**config.mk**
```make
export PLATFORM = sky130hd
export DESIGN_NAME = cp0_unit_flat
export DESIGN_NICKNAME = d
export VERILOG_FILES = /design/src/rtl/cp0_unit_if.sv /design/src/rtl/cp0_unit.sv /design/src/flat_wrapper.sv
export SDC_FILE = /design/constraint.sdc
export NUM_CORES = 1
export LEC_CHECK = 0
export ABC_AREA = 1
export CORE_AREA = 4 4 108 89
export CTS_BUF_LIST = sky130_fd_sc_hd__clkbuf_8 sky130_fd_sc_hd__clkbuf_16
export DETAILED_ROUTE_END_ITERATION = 10
export DIE_AREA = 0 0 112 93
export PLACE_DENSITY = 0.92
export SLEW_MARGIN = 40
export SYNTH_ARGS = -nofsm -noshare
export SYNTH_HDL_FRONTEND = slang
export SYNTH_SLANG_ARGS = --single-unit
```
**constraint.sdc**
```tcl
create_clock -name clk -period 1.9 [get_ports clk]
set_input_delay 0.19 -clock clk [delete_from_list [all_inputs] [get_ports clk]]
set_output_delay 0.19 -clock clk [all_outputs]
set_load 0.1 [all_outputs]
```
**src/rtl/cp0_unit_if.sv**
```systemverilog
// cp0_unit_if: pipeline <-> coprocessor-0 signal bundle.
// master = pipeline side (issues mfc0/mtc0, victim info, eret retire)
// slave  = cp0_unit (returns read data, EPC and the Req pulse)
interface cp0_unit_if;
    logic [4:0]  A1;
    logic [4:0]  A2;
    logic [31:0] DIn;
    logic        we;
    logic [31:0] VPC;
    logic        BDIn;
    logic [4:0]  ExcCodeIn;
    logic [5:0]  HWInt;
    logic        EXLClr;
    logic [31:0] DOut;
    logic [31:0] EPCOut;
    logic        Req;

    modport master (
        output A1, A2, DIn, we, VPC, BDIn, ExcCodeIn, HWInt, EXLClr,
        input  DOut, EPCOut, Req
    );

    modport slave (
        input  A1, A2, DIn, we, VPC, BDIn, ExcCodeIn, HWInt, EXLClr,
        output DOut, EPCOut, Req
    );
endinterface

```
**src/rtl/cp0_unit.sv**
```systemverilog
// cp0_unit: MIPS coprocessor 0 (SR, Cause, EPC, PRId).
// Arbitrates level interrupts and synchronous exceptions into Req and
// provides the eret return address on EPCOut.
// Optional macro CP0_EPC_BYPASS_EN: forward an in-flight mtc0 EPC value
// straight to EPCOut so eret right behind it needs no stall.
module cp0_unit #(
    parameter logic [31:0] PRID = 32'h4D49_5053
) (
    input  logic       clk,
    input  logic       rst_n,
    cp0_unit_if.slave  bus
);

    localparam logic [4:0] REG_SR    = 5'd12;
    localparam logic [4:0] REG_CAUSE = 5'd13;
    localparam logic [4:0] REG_EPC   = 5'd14;
    localparam logic [4:0] REG_PRID  = 5'd15;

    logic [5:0]  r_im;
    logic        r_exl;
    logic        r_ie;
    logic        r_bd;
    logic [5:0]  r_ip;
    logic [4:0]  r_exccode;
    logic [31:0] r_epc;

    logic        w_int_req;
    logic        w_exc_req;
    logic        w_req;
    logic [31:0] w_vpc_adj;
    logic [31:0] w_dout;
    logic [31:0] w_epc_out;

    // Request arbitration: nothing is taken while a handler is running (EXL=1).
    always_comb begin
        w_int_req = r_ie & ~r_exl & (|(bus.HWInt & r_im));
        w_exc_req = ~r_exl & (bus.ExcCodeIn != 5'd0);
        w_req     = w_int_req | w_exc_req;
        // A victim in a delay slot returns to its branch, one word earlier.
        if (bus.BDIn) begin
            w_vpc_adj = bus.VPC - 32'd4;
        end else begin
            w_vpc_adj = bus.VPC;
        end
    end

    // CP0 state update: exception entry, mtc0 writes, eret clear, IP sampling.
    always_ff @(posedge clk or negedge rst_n) begin
        if (!rst_n) begin
            r_im      <= 6'd0;
            r_exl     <= 1'b0;
            r_ie      <= 1'b0;
            r_bd      <= 1'b0;
            r_ip      <= 6'd0;
            r_exccode <= 5'd0;
            r_epc     <= 32'd0;
        end else begin
            r_ip <= bus.HWInt;
            if (w_req) begin
                // Exception entry; blocks mtc0 and eret in the same cycle.
                r_exl     <= 1'b1;
                r_bd      <= bus.BDIn;
                r_exccode <= w_int_req ? 5'd0 : bus.ExcCodeIn;
                r_epc     <= {w_vpc_adj[31:2], 2'b00};
            end else begin
                if (bus.we) begin
                    case (bus.A2)
                        REG_SR: begin
                            r_im  <= bus.DIn[15:10];
                            r_exl <= bus.DIn[1];
                            r_ie  <= bus.DIn[0];
                        end
                        REG_EPC: begin
                            r_epc <= {bus.DIn[31:2], 2'b00};
                        end
                        default: begin
                            // Cause, PRId and unmapped numbers are not writable.
                        end
                    endcase
                end
                // eret wins over an mtc0 SR for the EXL bit (last assignment).
                if (bus.EXLClr) begin
                    r_exl <= 1'b0;
                end
            end
        end
    end

    // mfc0 read mux over registered state; unmapped numbers read zero.
    always_comb begin
        w_dout = 32'd0;
        case (bus.A1)
            REG_SR:    w_dout = {16'd0, r_im, 8'd0, r_exl, r_ie};
            REG_CAUSE: w_dout = {r_bd, 15'd0, r_ip, 3'd0, r_exccode, 2'd0};
            REG_EPC:   w_dout = r_epc;
            REG_PRID:  w_dout = PRID;
            default:   w_dout = 32'd0;
        endcase
    end

    // eret return address, optionally forwarding a same-cycle mtc0 EPC.
    always_comb begin
`ifdef CP0_EPC_BYPASS_EN
        if (bus.we && (bus.A2 == REG_EPC) && !w_req) begin
            w_epc_out = {bus.DIn[31:2], 2'b00};
        end else begin
            w_epc_out = r_epc;
        end
`else
        w_epc_out = r_epc;
`endif
    end

    assign bus.Req    = w_req;
    assign bus.DOut   = w_dout;
    assign bus.EPCOut = w_epc_out;

endmodule

```
**src/flat_wrapper.sv**
```systemverilog
// flat-port wrapper written by rule: the top's interface ports become plain ports
module cp0_unit_flat 
#(
    parameter logic [31:0] PRID = 32'h4D49_5053
)
  (clk, rst_n, bus_A1, bus_A2, bus_DIn, bus_we, bus_VPC, bus_BDIn, bus_ExcCodeIn, bus_HWInt, bus_EXLClr, bus_DOut, bus_EPCOut, bus_Req);
  cp0_unit_if bus_i ();
  input  logic clk;
  input  logic rst_n;
  input wire logic [$bits(bus_i.A1)-1:0] bus_A1;
  input wire logic [$bits(bus_i.A2)-1:0] bus_A2;
  input wire logic [$bits(bus_i.DIn)-1:0] bus_DIn;
  input wire logic [$bits(bus_i.we)-1:0] bus_we;
  input wire logic [$bits(bus_i.VPC)-1:0] bus_VPC;
  input wire logic [$bits(bus_i.BDIn)-1:0] bus_BDIn;
  input wire logic [$bits(bus_i.ExcCodeIn)-1:0] bus_ExcCodeIn;
  input wire logic [$bits(bus_i.HWInt)-1:0] bus_HWInt;
  input wire logic [$bits(bus_i.EXLClr)-1:0] bus_EXLClr;
  output wire logic [$bits(bus_i.DOut)-1:0] bus_DOut;
  output wire logic [$bits(bus_i.EPCOut)-1:0] bus_EPCOut;
  output wire logic [$bits(bus_i.Req)-1:0] bus_Req;
  assign bus_i.A1 = bus_A1;
  assign bus_i.A2 = bus_A2;
  assign bus_i.DIn = bus_DIn;
  assign bus_i.we = bus_we;
  assign bus_i.VPC = bus_VPC;
  assign bus_i.BDIn = bus_BDIn;
  assign bus_i.ExcCodeIn = bus_ExcCodeIn;
  assign bus_i.HWInt = bus_HWInt;
  assign bus_i.EXLClr = bus_EXLClr;
  assign bus_DOut = bus_i.DOut;
  assign bus_EPCOut = bus_i.EPCOut;
  assign bus_Req = bus_i.Req;
  cp0_unit #(.PRID(PRID)) u_core (.clk(clk), .rst_n(rst_n), .bus(bus_i));
endmodule
```
Word-level counts from Yosys, hierarchy flattened
Cells that the tools add are included.

storage, ports and cells
  register bits = 52
  bits of input ports = 90

cells by class
  add/sub/neg operators = 1
  equal/unequal tests = 6
  muxes and demuxes = 10
  bitwise gates (word level) = 7
  reductions and logical operators = 9

operators by type and width
  cell                                                                    number
  32-bit two-way mux                                                      4
  32-bit one-hot mux with 4 select lines                                  1
  32-bit by 3-bit subtractor with 32-bit output (second input constant)   1
  5-bit by 4-bit equality test with 1-bit output (second input constant)  6
  6-bit AND                                                               1
  3-bit nonzero test                                                      2
  6-bit OR reduction                                                      1
  5-bit two-way mux                                                       1
  5-bit nonzero test                                                      1
  1-bit two-way mux                                                       4
  2-bit AND reduction                                                     2
  2-bit nonzero test                                                      2
  1-bit AND                                                               3
  3-bit AND reduction                                                     1
  1-bit inverter                                                          2
  1-bit OR                                                                1

Longest topological paths before layout
  depth after elaboration = 6
  depth in mapped cells = 12

Worst setup path after synthesis
No wires, ideal clock.

  path type = in2out
  start point = in bus_A1[3]
  end point = out bus_DOut[0]
  data arrival time = 2.627 ns
  required time = 1.710 ns
  path slack = -0.917 ns
  cell stages on the path = 4
  path buffers = 0
  cell sequence = nand2_1 > nor2_1 > nand2_1 > o21ai_0

between the ends
  longest elaborated chain between the ends = 2
  elaborated cells between the ends (all ways) = 5

RTL lines
  what                                            RTL line            source
  start: declaration                              flat_wrapper.sv:10  input wire logic [$bits(bus_i.A1)-1:0] bus_A1;
  5-bit by 4-bit equality test with 1-bit output  cp0_unit.sv:92      case (bus.A1)
  32-bit one-hot mux with 4 select lines (*)      cp0_unit.sv:92
  end: declaration                                flat_wrapper.sv:19  output wire logic [$bits(bus_i.DOut)-1:0] bus_DOut;

Mark *: on every way between the ends. The rest lies on a longest branch, timed or not.

Worst setup path after layout
  start point = in bus_A1[1]
  end point = out bus_DOut[30]

Same word-level chain as after synthesis.

==> flow_summary.toml <==
[status]
outcome = "finished clean"

[power]
p_int_uw = 3405
comb_power_share_pct = 70.3
seq_power_share_pct = 22.2
switching_power_uw = 5291
p_leak_uw = 0.002977
power.density_nw_per_um2 = 1385
ir_worst_vdd_mv = 1.303
swShare_pct = 60.84
power_frac_clock_pct = 7.6

[setup_path]
crit_chain = "clkdlybuf4s50_1, inv_1, nor2_2, buf_4, nand2_1, buf_12, nand2_1, buf_12"
slowest_delay_ps = 480
cp_max_fo = 9
cp_top_family = "buffers and inverters"
path_class = "in2out"
crit_slowest_cell = "clkdlybuf4s50_1"
cp_data_arrival_time_ps = 1640
crit_required_ps = 1710
worst_setup_path_start_kind = "input port"
r2r_cells = 9
critPathBufInv = 5
crit_path_end_kind = "output pin"
cp_num_cells = 8

[route]
route.detailed.drc = 0
vias = 4683
drtIter0Drc = 478
ant_nets = 0
wl_per_cell_um = 16.93
drtPass1Iterations = 5
vias_per_cell = 5.262
wirelength_mm = 15.07

[logic_synthesis]
ys_warn_count = 0
syn_area_per_cell_um2 = 6.349
seq_area_frac_synth_pct = 33.92
synth_cell_types = 38
synthArstFlopShare_pct = 100.0
yosysMostFrequentCell = "nand2_1"
synth_largest_area_cell = "dfrtp_1"
synth_area_um2 = 3689
synth_xor_area_share_pct = 2.849
synth_fa_ha_area_share_pct = 0.3392
synth.ff_latch_count = 50
synth_area_leaders = "dfrtp_1, nand2_1, nor2_1"
synth_common_cells = "nand2_1, nor2_1, inv_1, dfrtp_1, nand3_1"
yosys.area_share.simple_pct = 42.27
synth_top_family_by_area = "simple AND/OR/NAND/NOR gates"
ys.flop_type = "dfrtp_1"
synth_compound_area_share_pct = 9.328
synth_edf_count = 0
netlist_instances = 581
synthMuxAreaShare_pct = 0
yosys.area.top_type_share_pct = 33.92

[layout]
finalCoreUtilization_pct = 74.37
design_area_um2 = 6281
drive_above_1_share_pct = 23.26
syn_to_final_growth_pct = 70.28
num-nets-final = 868
diodes = 0
fillers = 608

[placement]
place.gp.congestion = 0.9165
io_buffer_count = 150
placement.cell_area_um2 = 6095
place_hpwl_mm = 12.34

[sta]
slew_headroom_pct = 63.83
fin_crit_sh_pct = 96.11
fmax_ghz = 0.5476
hold_violations = 0
fin_setup_tns_ps = 0
slew_violations = 0
fin_crit_ps = 1826
worst_pin_slew_ps = 542.5
skew_ps = 6.229
finalSetupViolations = 0

[clocking]
clkTransAtPathRegs_ps = 90
cts_buffers = 5
ctsRootBufferMaster = "clkbuf_8"
cts_sinks = 50
clkLatencyLatePin_ps = 310
clockBufferDepth = 2
htree_levels = 2
cts_tree = "yes"

[floorplanning]
die_y_um = 93
start_util_pct = 43.67
dieArea_um2 = 10420
pin_count = 155
coreArea_um2 = 8446
die_w_um = 112
rows = 30

[global_route]
grt_max_degree = 29
antenna_found_initial = 0
grt_use_total_pct = 28.40
grt_pass1_wl_mm = 23.88
grt_pass1_vias = 4760
grt-ovfl-total = 0

[min_path]
hp-class = "in2reg"
min_path_cells = 1

[flow_run]
timing.max_cap.violations = 0
## flip-flops by register name, indices dropped and copies added (netlist names)
register           flops
u_core.bus.EPCOut     30
u_core.r_im            6
u_core.r_ie            1
u_core.r_exccode       5
u_core.r_exl           1
u_core.r_ip            6
u_core.r_bd            1
## repair_timing
action,in CTS,in global routing
gates resized for setup,6,8
setup endpoints to repair,27,28
pin swaps,0,4
setup buffers,0,4
hold buffers,1,0
endpoints found under the hold margin,22,0
## metal layers
metal	part of all wire (%)	GRT usage, %	routed length [um]	up-vias
li1	-	-	-	2199
met1	41	36.87	6246	2179
met2	48	49.45	7221	264
met3	7.7	4.204	1156	41
met4	2.9	8.308	442	0
met5	0	0	0	-
## path summary, 6_finish.rpt
| check | start | to | slack, ps |
|---|---|---|---|
| setup / recovery | bus_A1[1] | bus_DOut[30] | 70 |
| hold / removal | bus_HWInt[4] | u_core.r_ip[4] | 350 |
| setup reg to reg | u_core.r_im[5] | u_core.bus.EPCOut[25] | 150 |
| hold reg to reg | u_core.bus.EPCOut[18] | u_core.bus.EPCOut[18] | 520 |
| max in group asynchronous | rst_n | u_core.bus.EPCOut[4] | 910 |
| min in group asynchronous | rst_n | u_core.r_ip[2] | 420 |
## placed cells by master (no fill, tap or decap), types with 2 or more instances in the layout
master,Yosys,layout
nand2_8,0,2
inv_2,2,3
nand3_2,4,5
clkbuf_8,0,6
xnor2_1,2,2
nor3_2,2,2
clkdlybuf4s50_1,0,84
nand2_1,215,212
o21ai_1,10,11
buf_6,4,3
dfrtp_2,0,3
inv_1,71,69
nor2_1,78,64
o21ai_0,29,24
clkinv_2,1,2
conb_1,1,2
buf_12,0,39
a21oi_1,8,8
nor2_2,5,7
xor2_1,10,10
nor3_1,3,3
o2111ai_1,2,2
dfrtp_1,50,47
o21ai_2,0,4
inv_4,1,2
nand2_2,1,2
o221ai_4,0,2
nand3_1,38,37
dlygate4sd2_1,0,2
nand4_1,11,11
nor2_4,3,15
buf_4,6,75
o211ai_1,4,4
## cells by family (layout without fill, tap and decap cells)
group | after synthesis | in the layout
other cells | 1 | 2
compound gates | 60 | 60
fa+ha+maj | 1 | 1
xor+xnor | 12 | 12
buf+inv | 93 | 289
simple gates | 364 | 364
flops | 50 | 50
## layout make-up
| class | count | area [um2] | area share [%] |
|---|---|---|---|
| multi-input combinational | 439 | 2227 | 35.46 |
| tap | 112 | 140.1 | 2.231 |
| inverter | 75 | 287.8 | 4.582 |
| sequential | 50 | 1255 | 19.98 |
| clock buffer | 6 | 82.58 | 1.315 |
| timing repair buffer | 206 | 2276 | 36.24 |
| clock inverter | 2 | 12.51 | 0.1992 |
## power groups by stage
stage,combinational [uW],sequential (uW),clock (uW)
finish,6110,1930,659
global route,6420,1980,709
CTS,5970,1910,669
detailed placement,5920,1930,0
global placement,5750,1900,0
floorplan,1960,4200,0
## through the flow
step           power [uW]  hold slack, ps  setup slack (ps)  std cells
2_1_floorplan        6166          -105.6            -260.9        582
3_3_place_gp         7649           187.1            -46.52        877
3_5_place_dp         7851           195.7            -100.1        877
4_1_cts              8548           343.3             7.830        886
5_1_grt              9107           337.9            -30.25        890
6_report             8696           346.5             73.91        890
## worst reg2reg max path: cells and delay by family (launching register included)
family          cells  cell delay (ps)
compound gates      1              260
buf+inv             2              380
flops               1              400
simple gates        6              670
Note: power is estimated with default switching activity, not from simulation.
